### src/rtl/bi_row_arbiter_if.sv
// Handshake bundle between NREQ row producers, the round-robin arbiter and
// the shared bi_model_sv row serializer.
interface bi_row_arbiter_if #(
    parameter int DATA_WIDTH     = 8,
    parameter int HOUT           = 56,
    parameter int ROWID_WIDTH    = 6,
    parameter int NREQ           = 2,
    parameter int ROWS_PER_FRAME = 56
);
    localparam int CNT_W = $clog2(ROWS_PER_FRAME) + 1;

    logic                   en;
    logic [NREQ-1:0]        req;
    logic [ROWID_WIDTH-1:0] req_rowID [NREQ];
    logic [DATA_WIDTH-1:0]  req_data  [NREQ][HOUT];
    logic [NREQ-1:0]        gnt;
    logic                   ser_ready;
    logic                   data_valid;
    logic [ROWID_WIDTH-1:0] rowID;
    logic [DATA_WIDTH-1:0]  data_temp [HOUT];
    logic                   busy;
    logic [CNT_W-1:0]       row_count;
    logic                   frame_done;

    modport master (
        input  en, req, req_rowID, req_data, ser_ready,
        output gnt, data_valid, rowID, data_temp, busy, row_count, frame_done
    );

    modport slave (
        output en, req, req_rowID, req_data, ser_ready,
        input  gnt, data_valid, rowID, data_temp, busy, row_count, frame_done
    );
endinterface

### src/rtl/bi_row_arbiter.sv
// Round-robin sequencer feeding one row serializer from NREQ producers; issues
// a row, waits for the serializer's ready low/high cycle, and counts frame rows.
module bi_row_arbiter #(
    parameter int DATA_WIDTH     = 8,
    parameter int HOUT           = 56,
    parameter int ROWID_WIDTH    = 6,
    parameter int NREQ           = 2,
    parameter int ROWS_PER_FRAME = 56
) (
    input  logic             clk,
    input  logic             rstn,
    bi_row_arbiter_if.master bus
);
    localparam int PTR_W = (NREQ > 1) ? $clog2(NREQ) : 1;
    localparam int CNT_W = $clog2(ROWS_PER_FRAME) + 1;

    typedef enum logic [1:0] {ARB, WAIT_LO, WAIT_HI} state_t;

    state_t           state;
    logic [PTR_W-1:0] ptr;
    logic [PTR_W-1:0] winner;
    logic             found;

    // NOTE: every variable gets a default before the loop so no latch is inferred.
    always_comb begin
        found  = 1'b0;
        winner = '0;
        for (int i = 0; i < NREQ; i++) begin
            if (!found && bus.req[(int'(ptr) + i) % NREQ]) begin
                found  = 1'b1;
                winner = PTR_W'((int'(ptr) + i) % NREQ);
            end
        end
    end

    // NOTE: sequential state uses non-blocking assignments only, so every
    // register samples pre-edge values regardless of statement order.
    always_ff @(posedge clk or negedge rstn) begin
        if (!rstn) begin
            state          <= ARB;
            ptr            <= '0;
            bus.gnt        <= '0;
            bus.data_valid <= 1'b0;
            bus.rowID      <= '0;
            // NOTE: the row register is reset because it drives the serializer
            // directly and must read as zero before the first grant.
            bus.data_temp  <= '{default: '0};
            bus.busy       <= 1'b0;
            bus.row_count  <= '0;
            bus.frame_done <= 1'b0;
        end else begin
            bus.gnt        <= '0;
            bus.data_valid <= 1'b0;
            bus.frame_done <= 1'b0;
            case (state)
                ARB: begin
                    if (bus.en && bus.ser_ready && found) begin
                        bus.gnt        <= NREQ'(1) << winner;
                        bus.data_valid <= 1'b1;
                        bus.rowID      <= bus.req_rowID[winner];
                        bus.data_temp  <= bus.req_data[winner];
                        ptr            <= (winner == PTR_W'(NREQ - 1)) ? '0 : winner + 1'b1;
                        bus.busy       <= 1'b1;
                        // Wrap on the frame's last row so the count never shows ROWS_PER_FRAME.
                        if (bus.row_count == CNT_W'(ROWS_PER_FRAME - 1)) begin
                            bus.row_count  <= '0;
                            bus.frame_done <= 1'b1;
                        end else begin
                            bus.row_count <= bus.row_count + 1'b1;
                        end
                        state <= WAIT_LO;
                    end
                end
                WAIT_LO: begin
                    if (!bus.ser_ready) state <= WAIT_HI;
                end
                WAIT_HI: begin
                    if (bus.ser_ready) begin
                        bus.busy <= 1'b0;
                        state    <= ARB;
                    end
                end
                default: state <= ARB;
            endcase
        end
    end
endmodule

### src/flat_wrapper.sv
// flat-port wrapper written by rule: the top's interface ports become plain ports
module bi_row_arbiter_flat 
#(
    parameter int DATA_WIDTH     = 8,
    parameter int HOUT           = 56,
    parameter int ROWID_WIDTH    = 6,
    parameter int NREQ           = 2,
    parameter int ROWS_PER_FRAME = 56
)
  (clk, rstn, bus_en, bus_req, bus_req_rowID, bus_req_data, bus_ser_ready, bus_gnt, bus_data_valid, bus_rowID, bus_data_temp, bus_busy, bus_row_count, bus_frame_done);
  bi_row_arbiter_if #(.DATA_WIDTH(DATA_WIDTH), .HOUT(HOUT), .ROWID_WIDTH(ROWID_WIDTH), .NREQ(NREQ), .ROWS_PER_FRAME(ROWS_PER_FRAME)) bus_i ();
  input  logic clk;
  input  logic rstn;
  input wire logic [$bits(bus_i.en)-1:0] bus_en;
  input wire logic [$bits(bus_i.req)-1:0] bus_req;
  input wire logic [$bits(bus_i.req_rowID)-1:0] bus_req_rowID;
  input wire logic [$bits(bus_i.req_data)-1:0] bus_req_data;
  input wire logic [$bits(bus_i.ser_ready)-1:0] bus_ser_ready;
  output wire logic [$bits(bus_i.gnt)-1:0] bus_gnt;
  output wire logic [$bits(bus_i.data_valid)-1:0] bus_data_valid;
  output wire logic [$bits(bus_i.rowID)-1:0] bus_rowID;
  output wire logic [$bits(bus_i.data_temp)-1:0] bus_data_temp;
  output wire logic [$bits(bus_i.busy)-1:0] bus_busy;
  output wire logic [$bits(bus_i.row_count)-1:0] bus_row_count;
  output wire logic [$bits(bus_i.frame_done)-1:0] bus_frame_done;
  assign bus_i.en = bus_en;
  assign bus_i.req = bus_req;
  assign bus_i.req_rowID = {>>{bus_req_rowID}};
  assign bus_i.req_data = {>>{bus_req_data}};
  assign bus_i.ser_ready = bus_ser_ready;
  assign bus_gnt = bus_i.gnt;
  assign bus_data_valid = bus_i.data_valid;
  assign bus_rowID = bus_i.rowID;
  assign bus_data_temp = {>>{bus_i.data_temp}};
  assign bus_busy = bus_i.busy;
  assign bus_row_count = bus_i.row_count;
  assign bus_frame_done = bus_i.frame_done;
  bi_row_arbiter #(.DATA_WIDTH(DATA_WIDTH), .HOUT(HOUT), .ROWID_WIDTH(ROWID_WIDTH), .NREQ(NREQ), .ROWS_PER_FRAME(ROWS_PER_FRAME)) u_core (.clk(clk), .rstn(rstn), .bus(bus_i));
endmodule
### config.mk
export PLATFORM = sky130hd
export DESIGN_NAME = bi_row_arbiter_flat
export DESIGN_NICKNAME = d
export VERILOG_FILES = /design/src/rtl/bi_row_arbiter_if.sv /design/src/rtl/bi_row_arbiter.sv /design/src/flat_wrapper.sv
export SDC_FILE = /design/constraint.sdc
export NUM_CORES = 1
export LEC_CHECK = 0
export BUFFER_PORTS_ARGS = -buffer_cell sky130_fd_sc_hd__buf_2
export CORE_AREA = 2 2 538 540
export DETAILED_ROUTE_END_ITERATION = 6
export DIE_AREA = 0 0 540 542
export HOLD_SLACK_MARGIN = 0.12
export PLACE_DENSITY = 0.3
export SYNTH_ARGS = -nofsm -noshare
export SYNTH_HDL_FRONTEND = slang
export SYNTH_SLANG_ARGS = --single-unit
### constraint.sdc
create_clock -name clk -period 2.15 [get_ports clk]
set_input_delay 0.43 -clock clk [delete_from_list [all_inputs] [get_ports clk]]
set_output_delay 0.43 -clock clk [all_outputs]
set_load 0.01 [all_outputs]
==> flow_metrics.py <==
metrics = {
    "sta": {
        "drv_slew": 0,
        "slew-limit-headroom_pct": 69.7,
        "finalWorstPathRequiredPeriod_ns": 2.09,
        "tightestPinTransition_ns": 0.455,
        "final_hold_viol_count": 0,
        "period_share_pct": 97.0,
        "fmax_mhz": 480,
        "setup_violations": 0,
        "skew_ns": 0.0584,
    },
    "final_layout": {
        "seq_area_um2": 11700,
        "finalNonFillerCells": 8770,
        "layout-drive-gt1-share_pct": 33.7,
        "mostFrequentLayoutCell": "buf_2",
        "area_growth_syn_to_layout_pct": 114,
        "multi_input_area_um2": 8230,
        "layout_common_cells": "buf_2 (1378), nand2_1 (916), dlygate4sd3_1 (907), dfrtp_1 (469), nor2_1 (458)",
        "n_fill_cell": 33063,
        "fin_nets": 5774,
        "design_area_um2": 45100,
        "finish.utilization_pct": 15.7,
    },
    "grt": {
        "grt_use_total_pct": 13.1,
        "grt_pass1_wl_mm": 263,
        "grt_max_degree": 67,
        "antenna_found_initial": 242,
        "overflow": 0,
        "first_global_vias": 29153,
    },
    "cts": {
        "worstSkewPairLatency_ns": 0.78,
        "cts_sinks": 469,
        "tritoncts": "done",
        "path_clk_slew_ns": 0.06,
        "cts_buffers": 74,
        "clockRootBuffer": "clkbuf_16",
        "cts_buffer_depth": 4,
        "ctsHtreeMaxLevel": 3,
    },
    "synthesis": {
        "dominantRegCellSynth": "dfrtp_1",
        "synth.distinct_cells": 28,
        "synth_cells": 2532,
        "yosysWarnings": 0,
        "avgSynthCellArea_um2": 8.32,
        "async_flop_share_pct": 100,
        "syn-num-nets": 3447,
        "synth_area_um2": 21100,
        "synth_seq_cells": 469,
        "synth-edff-count": 0,
        "yosysSeqAreaShare_pct": 55.7,
    },
    "routing": {
        "finalWirelength_mm": 203,
        "first_iter_violations": 1551,
        "first_pass_iters": 7,
        "vias_per_cell": 3.27,
        "vias": 28652,
        "wire_per_inst_um": 23.1,
        "antenna_left": 0,
        "drc_errors": 0,
    },
    "worst_setup_path": {
        "end_kind": "register",
        "reg2reg_depth": 7,
        "worstSetupPathType": "register to register",
        "crit_family": "buffers and inverters",
        "worstPathArrival_ns": 2.75,
        "path_cells": "and4bb_2 > o21ai_2 > bufinv_16 > buf_16 > nor2_1 > a31oi_1 > dlygate4sd3_1",
        "cp_max_fo": 7,
        "start_kind": "register",
        "worst-path-buf-inv": 3,
        "slowest_delay_ns": 0.57,
        "r2r_slack_ns": 0.06,
        "crit_required_ns": 2.82,
        "path_depth": 7,
        "cpMaxStageDelayCell": "dlygate4sd3_1",
    },
    "floorplan": {
        "start_util_pct": 7.34,
        "coreArea_um2": 287000,
        "ios": 1380,
        "rows": 197,
        "die_h_um": 542,
        "dieArea_um2": 293000,
        "die_w_um": 540,
    },
    "power_and_ir_drop": {
        "powerDensity_nw_per_um2": 960,
        "power.total_w": 0.0433,
        "ir_drop_mv": 0.424,
        "p_leak_nw": 19.9,
    },
    "hold_path": {
        "hold_depth": 3,
        "hold_class": "input port to register",
    },
    "place": {
        "dp.cells": 7643,
        "port_buffers": 1379,
        "post_dp_cell_area_um2": 33300,
        "routabilityCongestion": 0.893,
        "hpwl_mm": 171,
    },
    "run": {
        "maxCapViolations": 0,
    },
    "status": {
        "status": "completed",
    },
}
-- power by group --
| part | switching (W) | internal [W] |
|---|---|---|
| clock network | 0.00509 | 0.00710 |
| registers | 0.00219 | 0.0122 |
| logic | 0.00986 | 0.00684 |
| total | 0.0171 | 0.0262 |
-- flip-flops by register name (all words and copies together) (netlist names) --
register and count:
u_core.bus.gnt 2, u_core.ptr 1, u_core.bus.row_count 7, u_core.bus.rowID 6
u_core.state 2, u_core.bus.busy 1, u_core.bus.data_valid 1, u_core.bus.data_temp 448
u_core.bus.frame_done 1
-- final timing paths --
check,start,to
min reg2reg,u_core.bus.row_count[6],u_core.bus.row_count[6]
min in group asynchronous,rstn,u_core.bus.data_temp[395]
max,u_core.state[1],u_core.bus.data_temp[238]
min,bus_req_data[660],u_core.bus.data_temp[212]
max in group asynchronous,rstn,u_core.bus.data_temp[27]
max reg2reg,u_core.state[1],u_core.bus.data_temp[238]
-- cell families after synthesis --
kind of cell | synth area share (%)
AO/OA/AOI/OAI | 13.9
buffers and inverters | 5.26
flip-flops | 55.7
adder cells (fa/ha/maj) | 0.0594
AND/OR/NAND/NOR | 25.0
XOR/XNOR | 0.125
-- synthesized netlist by cell type (2+ instances only) --
cell type | instances | share of area [%]
a21oi_1 | 2 | 0.048
o21ai_0 | 3 | 0.071
inv_1 | 3 | 0.053
xnor2_1 | 3 | 0.12
buf_4 | 3 | 0.11
dfrtp_1 | 469 | 56
nand4_1 | 2 | 0.059
nand3_1 | 4 | 0.095
clkbuf_1 | 80 | 1.4
buf_2 | 78 | 1.9
buf_6 | 30 | 1.6
nand2_1 | 916 | 16
a31oi_1 | 455 | 14
and3_1 | 2 | 0.059
buf_1 | 11 | 0.20
o21ai_2 | 2 | 0.083
nor2_1 | 458 | 8.2
-- routing by layer --
metal,part of all wire (%),GRT usage [%]
met1,41,15.6
met2,45,21.5
met3,11,5.82
met4,2.7,3.08
met5,0.43,0
-- cell type report --
cell class / instances / share of cell area, %
Inverter: 4 / 0.0916
Timing Repair Buffer: 2453 / 39.6
Tap cell: 3781 / 10.5
Multi-Input combinational cell: 1857 / 18.2
Clock inverter: 16 / 0.438
Clock buffer: 106 / 4.64
Antenna cell: 84 / 0.466
Sequential cell: 469 / 26.0
-- worst register-to-register path: stages, from the launching register on --
cell	delay [ns]
dfrtp_1	0.40
and4bb_2	0.34
o21ai_2	0.08
bufinv_16	0.23
buf_16	0.15
nor2_1	0.07
a31oi_1	0.13
dlygate4sd3_1	0.57
-- timing repair --
item | 4_1_cts | 5_1_grt
hold endpoints to repair | 736 | 0
buffers inserted | 0 | 8
endpoints found under the setup margin | 0 | 5
gates resized for setup | 0 | 6
hold buffers | 908 | 0
-- stage by stage --
| stage | TNS [ns] | hold slack, ns | setup slack [ns] |
|---|---|---|---|
| after floorplan | 0 | 0.134 | 0.640 |
| after global placement | 0 | 0.433 | 0.115 |
| after detailed placement | 0 | 0.410 | 0.0948 |
| after CTS | 0 | 0.125 | 0.0286 |
| after global routing | -0.00717 | 0.130 | -0.00521 |
| final | 0 | 0.104 | 0.0647 |
Note: power is estimated with default switching activity, not from simulation.
